$ cat config.mk
export PLATFORM = sky130hd
export DESIGN_NAME = lfsr_stream_flat
export DESIGN_NICKNAME = d
export VERILOG_FILES = /design/src/rtl/lfsr_pkg.sv /design/src/rtl/lfsr_stream_if.sv /design/src/rtl/lfsr_leap.sv /design/src/rtl/lfsr_stream.sv /design/src/flat_wrapper.sv
export SDC_FILE = /design/constraint.sdc
export NUM_CORES = 1
export LEC_CHECK = 0
export ABC_AREA = 1
export CAP_MARGIN = 20
export CORE_MARGIN = 2
export CORE_UTILIZATION = 49
export DETAILED_ROUTE_END_ITERATION = 10
export PLACE_DENSITY = 0.92
export SLEW_MARGIN = 40
export SYNTH_ARGS = -nofsm -noshare
export SYNTH_HDL_FRONTEND = slang
export SYNTH_HIERARCHICAL = 1
export SYNTH_SLANG_ARGS = --single-unit
$ cat constraint.sdc
create_clock -name CLK -period 1.95 [get_ports CLK]
set_input_delay 0.4875 -clock CLK [delete_from_list [all_inputs] [get_ports CLK]]
set_output_delay 0.4875 -clock CLK [all_outputs]
set_load 0.03 [all_outputs]
$ cat src/rtl/lfsr_pkg.sv
// Shared LFSR definitions: supported widths, XAPP052 tap masks and the single-step function.
// All helpers work on 64-bit vectors so one function serves every supported width.
package lfsr_pkg;

    localparam int LFSR_MIN_BITS  = 3;
    localparam int LFSR_MAX_BITS  = 32;
    localparam int LFSR_WIDE_BITS = 64;

    typedef struct packed {
        logic [63:0] state;
        logic        fb;
    } lfsr_step_t;

    function automatic bit lfsr_supported(input int n);
        return ((n >= LFSR_MIN_BITS) && (n <= LFSR_MAX_BITS)) || (n == LFSR_WIDE_BITS);
    endfunction

    // Tap t (1-based, as in the XAPP052 table) sits at bit t-1.
    function automatic logic [63:0] lfsr_tap(input int t);
        return 64'd1 << (t - 1);
    endfunction

    function automatic logic [63:0] lfsr_taps(input int n);
        logic [63:0] m;
        m = '0;
        case (n)
            3:  m = lfsr_tap(3)  | lfsr_tap(2);
            4:  m = lfsr_tap(4)  | lfsr_tap(3);
            5:  m = lfsr_tap(5)  | lfsr_tap(3);
            6:  m = lfsr_tap(6)  | lfsr_tap(5);
            7:  m = lfsr_tap(7)  | lfsr_tap(6);
            8:  m = lfsr_tap(8)  | lfsr_tap(6)  | lfsr_tap(5) | lfsr_tap(4);
            9:  m = lfsr_tap(9)  | lfsr_tap(5);
            10: m = lfsr_tap(10) | lfsr_tap(7);
            11: m = lfsr_tap(11) | lfsr_tap(9);
            12: m = lfsr_tap(12) | lfsr_tap(6)  | lfsr_tap(4) | lfsr_tap(1);
            13: m = lfsr_tap(13) | lfsr_tap(4)  | lfsr_tap(3) | lfsr_tap(1);
            14: m = lfsr_tap(14) | lfsr_tap(5)  | lfsr_tap(3) | lfsr_tap(1);
            15: m = lfsr_tap(15) | lfsr_tap(14);
            16: m = lfsr_tap(16) | lfsr_tap(15) | lfsr_tap(13) | lfsr_tap(4);
            17: m = lfsr_tap(17) | lfsr_tap(14);
            18: m = lfsr_tap(18) | lfsr_tap(11);
            19: m = lfsr_tap(19) | lfsr_tap(6)  | lfsr_tap(2) | lfsr_tap(1);
            20: m = lfsr_tap(20) | lfsr_tap(17);
            21: m = lfsr_tap(21) | lfsr_tap(19);
            22: m = lfsr_tap(22) | lfsr_tap(21);
            23: m = lfsr_tap(23) | lfsr_tap(18);
            24: m = lfsr_tap(24) | lfsr_tap(23) | lfsr_tap(22) | lfsr_tap(17);
            25: m = lfsr_tap(25) | lfsr_tap(22);
            26: m = lfsr_tap(26) | lfsr_tap(6)  | lfsr_tap(2) | lfsr_tap(1);
            27: m = lfsr_tap(27) | lfsr_tap(5)  | lfsr_tap(2) | lfsr_tap(1);
            28: m = lfsr_tap(28) | lfsr_tap(25);
            29: m = lfsr_tap(29) | lfsr_tap(27);
            30: m = lfsr_tap(30) | lfsr_tap(6)  | lfsr_tap(4) | lfsr_tap(1);
            31: m = lfsr_tap(31) | lfsr_tap(28);
            32: m = lfsr_tap(32) | lfsr_tap(22) | lfsr_tap(2) | lfsr_tap(1);
            64: m = lfsr_tap(64) | lfsr_tap(63) | lfsr_tap(61) | lfsr_tap(60);
            default: m = '0;
        endcase
        return m;
    endfunction

    function automatic logic [63:0] lfsr_ones(input int n);
        return ~64'd0 >> (64 - n);
    endfunction

    // Every tap set has an even tap count, so the XNOR chain reduces to inverted parity.
    function automatic lfsr_step_t lfsr_step(input logic [63:0] s, input int n);
        lfsr_step_t r;
        r.fb    = ~^(s & lfsr_taps(n));
        r.state = ((s << 1) | 64'(r.fb)) & lfsr_ones(n);
        return r;
    endfunction

endpackage

$ cat src/rtl/lfsr_stream_if.sv
// Valid/ready word stream leaving the LFSR generator.
interface lfsr_stream_if #(
    parameter int STEP = 8
);
    logic            OUT_VALID;
    logic            OUT_READY;
    logic [STEP-1:0] OUT_WORD;

    modport master (output OUT_VALID, output OUT_WORD, input OUT_READY);
    modport slave  (input OUT_VALID, input OUT_WORD, output OUT_READY);
endinterface

$ cat src/rtl/lfsr_leap.sv
// Combinational STEP-fold LFSR advance; the first generated bit lands in the word MSB.
module lfsr_leap
    import lfsr_pkg::*;
#(
    parameter int NUM_BITS = 32,
    parameter int STEP     = 8
) (
    input  logic [NUM_BITS-1:0] state,
    output logic [NUM_BITS-1:0] next_state,
    output logic [STEP-1:0]     word
);

    logic [63:0] s;
    lfsr_step_t  st;

    always_comb begin
        // NOTE: every variable gets a default first so no path leaves a latch behind.
        s    = 64'(state);
        st   = '0;
        word = '0;
        for (int k = 0; k < STEP; k++) begin
            st                = lfsr_step(s, NUM_BITS);
            word[STEP - 1 - k] = st.fb;
            s                 = st.state;
        end
        next_state = s[NUM_BITS-1:0];
    end

endmodule

$ cat src/rtl/lfsr_stream.sv
// XNOR Fibonacci LFSR word generator behind a valid/ready stream, with seed load and lock-up flag.
// Define LFSR_LOCKUP_RECOVER_EN to replace any all-ones state with DEFAULT_SEED.
module lfsr_stream
    import lfsr_pkg::*;
#(
    parameter int                  NUM_BITS     = 32,
    parameter int                  STEP         = 8,
    parameter logic [NUM_BITS-1:0] DEFAULT_SEED = '0
) (
    input  logic                CLK,
    input  logic                RESET,
    input  logic                E,
    input  logic                LOAD,
    input  logic [NUM_BITS-1:0] SEED_VAL,
    lfsr_stream_if.master       out_bus,
    output logic [NUM_BITS-1:0] LFSR_VAL,
    output logic                LOCKUP
);

    localparam logic [NUM_BITS-1:0] ALL_ONES = NUM_BITS'(lfsr_ones(NUM_BITS));

    if (!lfsr_supported(NUM_BITS)) begin : g_bad_width
        $error("lfsr_stream: unsupported NUM_BITS %0d", NUM_BITS);
    end
    if ((STEP < 1) || (STEP > NUM_BITS)) begin : g_bad_step
        $error("lfsr_stream: STEP %0d outside 1..NUM_BITS", STEP);
    end
    if (DEFAULT_SEED == ALL_ONES) begin : g_bad_seed
        $error("lfsr_stream: DEFAULT_SEED is the lock-up state");
    end

    logic [NUM_BITS-1:0] state_q, state_d, leap_state, state_cand;
    logic [STEP-1:0]     word_q, word_d, leap_word;
    logic                valid_q, valid_d, lockup_q, lockup_d;
    logic                load, adv, xfer;
`ifdef LFSR_LOCKUP_RECOVER_EN
    logic                hit_ones;
`endif

    lfsr_leap #(
        .NUM_BITS (NUM_BITS),
        .STEP     (STEP)
    ) u_leap (
        .state      (state_q),
        .next_state (leap_state),
        .word       (leap_word)
    );

    always_comb begin
        load       = E & LOAD;
        adv        = E & ~LOAD & (~valid_q | out_bus.OUT_READY);
        xfer       = E & valid_q & out_bus.OUT_READY;
        state_cand = load ? SEED_VAL : leap_state;
        state_d    = state_q;
        word_d     = word_q;
        valid_d    = valid_q;
        lockup_d   = lockup_q;
`ifdef LFSR_LOCKUP_RECOVER_EN
        hit_ones = (load | adv) && (state_cand == ALL_ONES);
        if (load | adv) state_d = hit_ones ? DEFAULT_SEED : state_cand;
        if (E) lockup_d = hit_ones;
`else
        if (load | adv) state_d = state_cand;
        if (E) lockup_d = (state_q == ALL_ONES);
`endif
        // A word offered during a LOAD cycle is dropped whether or not it was taken.
        if (adv) begin
            word_d  = leap_word;
            valid_d = 1'b1;
        end else if (load | xfer) begin
            valid_d = 1'b0;
        end
    end

    // NOTE: state registers use non-blocking assignments so all of them sample the same pre-edge values.
    always_ff @(posedge CLK or posedge RESET) begin
        if (RESET) begin
            state_q  <= DEFAULT_SEED;
            word_q   <= '0;
            valid_q  <= 1'b0;
            lockup_q <= 1'b0;
        end else begin
            state_q  <= state_d;
            word_q   <= word_d;
            valid_q  <= valid_d;
            lockup_q <= lockup_d;
        end
    end

    assign out_bus.OUT_VALID = valid_q;
    assign out_bus.OUT_WORD  = word_q;
    assign LFSR_VAL          = state_q;
    assign LOCKUP            = lockup_q;

endmodule

$ cat src/flat_wrapper.sv
// flat-port wrapper written by rule: the top's interface ports become plain ports
module lfsr_stream_flat import lfsr_pkg::*;
#(
    parameter int                  NUM_BITS     = 32,
    parameter int                  STEP         = 8,
    parameter logic [NUM_BITS-1:0] DEFAULT_SEED = '0
)
  (CLK, RESET, E, LOAD, SEED_VAL, LFSR_VAL, LOCKUP, out_bus_OUT_VALID, out_bus_OUT_WORD, out_bus_OUT_READY);
  lfsr_stream_if #(.STEP(STEP)) out_bus_i ();
  input  logic CLK;
  input  logic RESET;
  input  logic E;
  input  logic LOAD;
  input  logic [NUM_BITS-1:0] SEED_VAL;
  output logic [NUM_BITS-1:0] LFSR_VAL;
  output logic LOCKUP;
  output wire logic [$bits(out_bus_i.OUT_VALID)-1:0] out_bus_OUT_VALID;
  output wire logic [$bits(out_bus_i.OUT_WORD)-1:0] out_bus_OUT_WORD;
  input wire logic [$bits(out_bus_i.OUT_READY)-1:0] out_bus_OUT_READY;
  assign out_bus_OUT_VALID = out_bus_i.OUT_VALID;
  assign out_bus_OUT_WORD = out_bus_i.OUT_WORD;
  assign out_bus_i.OUT_READY = out_bus_OUT_READY;
  lfsr_stream #(.NUM_BITS(NUM_BITS), .STEP(STEP), .DEFAULT_SEED(DEFAULT_SEED)) u_core (.CLK(CLK), .RESET(RESET), .E(E), .LOAD(LOAD), .SEED_VAL(SEED_VAL), .out_bus(out_bus_i), .LFSR_VAL(LFSR_VAL), .LOCKUP(LOCKUP));
endmodule
Word level (Yosys, flattened, before mapping)
Cells that the tools add are included.
Word-level totals
  flip-flop bits (word level): 42
  bits in latches: 0
  memory bits (writable): 0
  memory bits (read-only): 0
  input port bits: 37
  output and inout port bits: 42
  word-level logic and storage cells: 35
  memories kept: 0
Cells by class
  add/sub/neg operators: 0
  $mul: 0
  div/mod/pow operators: 0
  order comparisons: 0
  equality and inequality tests: 1
  shift operators: 0
  muxes and demuxes: 3
  bitwise gates (word level): 18
  reduce and logical (&&, ||, !) cells: 9
Operators by type and width (number)
  64-bit XNOR reduction: 8
  32-bit by 1-bit OR with 32-bit output: 8
  32-bit == test, second input constant: 1
  32-bit two-way mux: 1
  1-bit bitwise AND: 5
  1-bit OR: 3
  1-bit two-way mux: 2
  1-bit inverter: 2
  2-bit nonzero test: 1

Depth between registers and ports, before layout
Gate-level depths: netlist of run 1.
  depth in word-level cells: 17
  gate-level depth with buffers: 17
  gate-level depth less buffers: 17

Modules after synthesis
The synthesis of run 1 kept the hierarchy.
Modules (own cells, without submodules)
  lfsr_stream: times used 1, cells an instance 318, area an instance 2238.4 um^2, seq. area each 1051.0 um^2
  lfsr_leap: times used 1, cells an instance 129, area an instance 732.0 um^2, seq. area each 0.0 um^2

Worst setup path after synthesis of run 1
Ideal clock, no wire load.
  path type: reg-to-reg
  from: reg u_core.state_q[20] (netlist: u_core/LFSR_VAL[20])
  to: reg u_core.word_q[2] (netlist: u_core/out_bus.OUT_WORD[2])
  library setup time: 0.117 ns
  arrival time: 1.682 ns
  required time: 1.833 ns
  setup slack: 0.151 ns
  stages on the path, launching flop included: 13
  path buffers: 1
  clock period less this slack: 1.799 ns
  path through: dfrtp_1 > inv_1 > nand2_1 > nand3_1 > nand2_1 > nand2_1 > nand2_1 > xnor3_1 > nand2_1 > nand2_1 > buf_4 > nand2_1 > nand2_1
On the way
  longest elaborated chain between the ends: 10
Ends and longest elaborated chain
  from (decl): RTL line lfsr_stream.sv:32  | logic [NUM_BITS-1:0] state_q, state_d, leap_state, state_cand;
  from (signal assigned): RTL line lfsr_stream.sv:83  | state_q <= state_d;
  32-bit by 1-bit OR with 32-bit output (*): RTL line lfsr_pkg.sv:71  | r.state = ((s << 1) | 64'(r.fb)) & lfsr_ones(n);
  64-bit XNOR reduction (*): RTL line lfsr_pkg.sv:70  | r.fb = ~^(s & lfsr_taps(n));
  32-bit by 1-bit OR with 32-bit output (*): RTL line lfsr_pkg.sv:71
  64-bit XNOR reduction: RTL line lfsr_pkg.sv:70
  32-bit by 1-bit OR with 32-bit output (*): RTL line lfsr_pkg.sv:71
  64-bit XNOR reduction: RTL line lfsr_pkg.sv:70
  32-bit by 1-bit OR with 32-bit output (*): RTL line lfsr_pkg.sv:71
  64-bit XNOR reduction: RTL line lfsr_pkg.sv:70
  32-bit by 1-bit OR with 32-bit output (*): RTL line lfsr_pkg.sv:71
  64-bit XNOR reduction (*): RTL line lfsr_pkg.sv:70
  net u_core.leap_word[2]: RTL line lfsr_stream.sv:33  | logic [STEP-1:0] word_q, word_d, leap_word;
  to (signal assigned): RTL line lfsr_stream.sv:84  | word_q <= word_d;
  to (decl): RTL line lfsr_stream.sv:33
Mark *: on every way through the listed nets, which the timed path passes. The rest lies on a longest branch.
A chain may end at the register's enable or synchronous reset.

Worst setup path in the final report of run 1
  from: reg u_core.state_q[4] (netlist: u_core/LFSR_VAL[4])
  to: out LFSR_VAL[4]
RTL lines
  to (decl): RTL line flat_wrapper.sv:15  | output logic [NUM_BITS-1:0] LFSR_VAL;
No word-level cell between the ends.

==> impl_metrics.py, run 1 <==
metrics = {
    "die": {
        "coreArea_sq_um": 5890,
        "pin_count": 79,
        "die_w_microns": 81.9,
        "fp.dieH_microns": 81.9,
        "initial_utilization_pct": 50.5,
        "dieArea_sq_um": 6700,
        "rows": 28,
    },
    "yosys": {
        "ys_ff_latch": 42,
        "netlist_top_cells_area": "dfrtp_1 (35%), nand2_1 (31%), buf_4 (9.1%)",
        "syn_nets": 484,
        "synth_cell_types": 20,
        "yosys.area.top_type": "dfrtp_1",
        "async_flop_share_pct": 100,
        "seq_area_frac_synth_pct": 35.4,
        "synth_edf_count": 0,
        "avgSynthCellArea_sq_um": 6.65,
        "yosys_warnings": 6,
        "synth_area_sq_um": 2970,
        "syn_inst": 447,
        "yosys.area.top_type_share_pct": 35.4,
        "synthFlopType": "dfrtp_1",
    },
    "critical_path": {
        "worstPathRequired_ns": 1.46,
        "reg2reg_slack_ns": 0.15,
        "critPathMaxStageDelay_ns": 0.70,
        "end_kind": "output pin",
        "r2r_end": "u_core/LFSR_VAL[1]",
        "r2r_cells": 13,
        "crit_buf_inv": 1,
        "path_cells": "clkdlybuf4s50_1",
        "crit_fanout": 4,
        "start_kind": "register",
        "setup.worst_path.class": "reg -> out",
        "cp_top_family": "buffers and inverters",
        "crit_arrival_ns": 1.44,
        "worst_path_max_delay_cell": "clkdlybuf4s50_1",
        "reg2reg_from": "u_core/LFSR_VAL[19]",
    },
    "timing": {
        "period_minus_slack_ns": 1.93,
        "setup_violations": 0,
        "skew_ns": 0.00756,
        "final_max_slew_viol_count": 0,
        "max_slew_margin_pct": 77.2,
        "fmax_ghz": 0.518,
        "hold_viol": 0,
        "tightest_slew_ns": 0.339,
        "min_period_over_period_pct": 99.0,
        "holdWs_ns": 0.483,
    },
    "final_layout": {
        "fin_area_sq_um": 3820,
        "fin_nets": 537,
        "mostFrequentLayoutCells": "nand2_1 (237), clkdlybuf4s50_1 (61), nand3_1 (44)",
        "post-route-util_pct": 64.9,
        "drive_gt1_share_pct": 12.4,
        "num_antenna_cells": 0,
        "area.growth.synth_to_final_pct": 28.5,
        "layout.cells.most_common": "nand2_1",
    },
    "grt": {
        "grt_start_max_net_pins": 43,
        "grt_pass1_vias": 2775,
        "antenna_found_initial": 0,
        "overflow": 0,
        "track_usage_pct": 24.7,
        "grt_pass1_wl_microns": 12600,
    },
    "drt": {
        "vias": 2999,
        "via_per_inst": 5.21,
        "drc": 0,
        "drtIter0Drc": 291,
        "routedWlPerCell_microns": 14.1,
        "ant_nets": 0,
        "dr.pass1.iters": 7,
        "wirelength_microns": 8100,
    },
    "hold_path": {
        "whs_path_depth": 2,
        "hold_path_class": "reg -> reg",
        "worstHoldStart": "u_core/out_bus.OUT_WORD[7]",
        "hold_end": "u_core/out_bus.OUT_WORD[7]",
    },
    "pwr": {
        "ir_worst_vdd_v": 0.000827,
        "total_power_mw": 5.51,
        "power_per_cell_area_nw_per_um2": 1440,
        "p_leak_nw": 2.15,
    },
    "clock_tree": {
        "cts_sinks": 42,
        "clk-insertion-delay-late_ns": 0.30,
        "cts_made_buffers": 5,
        "cts_hold_buf": 0,
        "clk_pin_slew_worst_paths_ns": 0.08,
        "cts_root_buffer": "clkbuf_8",
        "cts_tree": "done",
        "htree_levels": 2,
        "clock_path_buffers": 2,
    },
    "outcome": {
        "outcome": "finished, final reports clean",
    },
    "place": {
        "io_buffers": 78,
        "gp_congestion": 0.896,
        "post_dp_cell_area_sq_um": 3640,
        "dp.final_hpwl_microns": 5880,
    },
    "flow_run": {
        "maxCapViolations": 0,
    },
}
where the power goes:
part           switching (mW)  leakage, nW  total [mW]  internal [mW]
clock                   0.301       0.0524       0.685          0.383
combinational            2.00         1.58        3.29           1.29
sequential              0.364        0.525        1.54           1.17
synthesized netlist by cell type, types with 3 or more instances:
library cell	n
buf_2	9
buf_4	36
buf_6	4
dfrtp_1	42
inv_1	22
nand2_1	242
nand2_2	14
nand2_4	4
nand3_1	46
nor2_1	10
xnor2_1	3
xor2_1	4
how the worst max path moves through the flow:
stage	startpoint	cells past startpoint	endpoint
final	u_core/LFSR_VAL[4]	1	LFSR_VAL[4]
after global routing	u_core/LFSR_VAL[29]	17	u_core/LFSR_VAL[0]
after CTS	u_core/LFSR_VAL[30]	1	LFSR_VAL[30]
after detailed placement	E	8	u_core/LFSR_VAL[19]
after global placement	E	8	u_core/LFSR_VAL[19]
after floorplan	u_core/LFSR_VAL[20]	12	u_core/out_bus.OUT_WORD[2]
state kept, by name, summed over array words and instances, names as in the netlist:
register / count
u_core/out_bus.OUT_VALID: 1
u_core/LOCKUP: 1
u_core/LFSR_VAL: 32
u_core/out_bus.OUT_WORD: 8
repair_timing:
item / 4_1_cts / 5_1_grt
buffers inserted: 0 / 3
endpoints found under the hold margin: 0 / 0
gates resized for setup: 9 / 24
setup endpoints to repair: 9 / 13
layer usage:
metal | wire length [microns] | global-route usage (%) | up-vias
met1 | 3180 | 30.7 | 1385
met5 | 0 | 0 | -
met2 | 4140 | 42.2 | 159
met3 | 609 | 4.07 | 22
met4 | 174 | 10.5 | 0
li1 | - | - | 1433
per-stage QoR:
step / setup slack, ns / setup TNS [ns] / instances
CTS: 0.000757 / 0 / 573
floorplan: 0.151 / 0 / 447
global route: -0.00639 / -0.00856 / 576
global placement: 0.168 / 0 / 565
finish: 0.0202 / 0 / 576
detailed placement: 0.102 / 0 / 565
cells by family after synthesis:
family	count (synthesis)	share of synthesized area (%)
simple gates	320	45.0
buf+inv	73	15.2
flops	42	35.4
xor+xnor	10	4.13
compound gates	2	0.337
final cells by class:
type | instances | area (sq um)
clock buffer | 7 | 76.3
multi-input combinational | 332 | 1500
clock inverter | 1 | 30.0
fill | 498 | 2070
tap | 75 | 93.8
inverter | 24 | 90.1
sequential | 42 | 1060
timing repair buffer | 95 | 967
No activity file was read; power rests on OpenSTA's default activity.
==> inputs of run 2 (changes only) <==
- CORE_ASPECT_RATIO: not set -> 0.8
- RECOVER_POWER: not set -> 50
- clock period: 1.95 -> 2 ns (I/O delays scaled with it)
==> run 2 against run 1 <==
Via count fell by 0.63%. Sequential share of layout area rose by 0.96 points. Die area barely moved. First-iteration DRC count fell by 0.34%. Sequential power fell by 3%. Combinational power fell by 5%. Highest routed layer unchanged.
==> impl_metrics.py, run 2 (same netlist as run 1, synthesis figures left out) <==
metrics = {
    "critical_path": {
        "critPathMaxStageDelay_ns": 0.71,
        "crit_buf_inv": 1,
        "cp_top_family": "buffers and inverters",
        "crit_fanout": 6,
        "path_cells": "clkdlybuf4s50_1",
        "start_kind": "register",
        "crit_arrival_ns": 1.45,
        "worst_path_max_delay_cell": "clkdlybuf4s50_1",
        "end_kind": "output pin",
        "setup.worst_path.class": "reg -> out",
        "worstPathRequired_ns": 1.50,
    },
    "final_layout": {
        "layout.cells.most_common": "nand2_1",
        "num_antenna_cells": 0,
        "post-route-util_pct": 62.5,
        "drive_gt1_share_pct": 9.62,
        "mostFrequentLayoutCells": "nand2_1 (241), clkdlybuf4s50_1 (68), nand3_1 (46)",
        "stdcell_count": 580,
        "largest_reg_flops": 32,
        "fin_nets": 536,
        "area.growth.synth_to_final_pct": 23.8,
    },
    "drt": {
        "via_per_inst": 5.14,
        "drc": 0,
        "dr.pass1.iters": 5,
        "drtIter0Drc": 290,
        "wirelength_microns": 7970,
        "ant_nets": 0,
        "vias": 2980,
        "routedWlPerCell_microns": 13.7,
    },
    "place": {
        "dp_cells": 570,
        "dp.final_hpwl_microns": 5910,
        "gp_congestion": 0.894,
        "io_buffers": 78,
    },
    "pwr": {
        "ir_worst_vdd_v": 0.000801,
        "p_leak_nw": 1.99,
        "power_per_cell_area_nw_per_um2": 1400,
        "total_power_mw": 5.14,
    },
    "clock_tree": {
        "clk_pin_slew_worst_paths_ns": 0.07,
        "cts_made_buffers": 5,
        "clock_path_buffers": 2,
        "cts_sinks": 42,
        "clk-insertion-delay-late_ns": 0.30,
        "cts_tree": "done",
        "cts_root_buffer": "clkbuf_8",
        "cts_hold_buf": 0,
        "htree_levels": 2,
    },
    "timing": {
        "hold_viol": 0,
        "setup_violations": 0,
        "period_minus_slack_ns": 1.95,
        "fmax_ghz": 0.513,
        "max_slew_margin_pct": 31.0,
        "skew_ns": 0.00578,
        "tightest_slew_ns": 1.03,
        "min_period_over_period_pct": 97.5,
        "final_max_slew_viol_count": 0,
    },
    "outcome": {
        "outcome": "finished, final reports clean",
    },
    "grt": {
        "antenna_found_initial": 0,
        "met1_usage_pct": 31.5,
        "grt_pass1_wl_microns": 13000,
        "grt_pass1_vias": 2847,
        "track_usage_pct": 24.5,
        "gr-usage-met3_pct": 4.72,
        "grt_busiest_layer": "met2",
        "grt_start_max_net_pins": 43,
        "use_met2_pct": 41.5,
        "overflow": 0,
    },
    "flow_run": {
        "maxCapViolations": 0,
    },
    "die": {
        "dieArea_sq_um": 6700,
        "coreArea_sq_um": 5880,
        "pin_count": 79,
        "fp.dieH_microns": 73.6,
        "initial_utilization_pct": 50.5,
        "die_w_microns": 91.1,
        "rows": 25,
    },
    "hold_path": {
        "hold_path_class": "reg -> reg",
    },
}
## run 2: final timing paths
check                                            from                    endpoint  slack [ns]  cells past startpoint
min in group asynchronous                       RESET          u_core/LFSR_VAL[7]        0.97                      3
setup reg to reg                   u_core/LFSR_VAL[0]          u_core/LFSR_VAL[2]        0.17                     12
setup / recovery                  u_core/LFSR_VAL[31]                LFSR_VAL[31]        0.05                      1
max in group asynchronous                       RESET         u_core/LFSR_VAL[28]        0.33                      3
hold reg to reg            u_core/out_bus.OUT_WORD[3]  u_core/out_bus.OUT_WORD[3]        0.48                      2
hold / removal             u_core/out_bus.OUT_WORD[3]  u_core/out_bus.OUT_WORD[3]        0.48                      2
## run 2: layout make-up
| type | count | area [sq um] |
|---|---|---|
| fillers | 554 | 2200 |
| multi-input cells | 332 | 1470 |
| flip-flops and latches | 42 | 1060 |
| repair buffers | 94 | 883 |
| well taps | 81 | 101 |
| inverters | 24 | 90.1 |
| clock buffers | 7 | 76.3 |
## run 2: metal layers
metal | vias to the layer above | share of wire [%]
met5 | - | 0
met4 | 0 | 2.4
met3 | 24 | 8.0
met2 | 167 | 48
met1 | 1358 | 42
li1 | 1431 | -
## run 2: metrics by stage
stage               hold WS (ns)  instance area [sq um]  worst slack, ns  setup TNS, ns
global route               0.509                   3680          -0.0146        -0.0146
detailed placement         0.465                   3620           0.0173              0
CTS                        0.484                   3690          0.00456              0
finish                     0.479                   3680           0.0498              0
global placement           0.469                   3620           0.0782              0
floorplan                  0.655                   2970            0.201              0
## run 2: repair_timing
action,4_1_cts,5_1_grt
pin swaps,0,1
resized for setup,5,9
setup endpoints to repair,5,6
gates cloned,0,0
setup buffers,0,3
## run 2: report_power, final
| group | leakage, nW | internal [mW] | switching (mW) |
|---|---|---|---|
| logic | 1.42 | 1.22 | 1.90 |
| clock network | 0.0383 | 0.240 | 0.280 |
| registers | 0.529 | 1.14 | 0.361 |
| total | 1.99 | 2.60 | 2.54 |
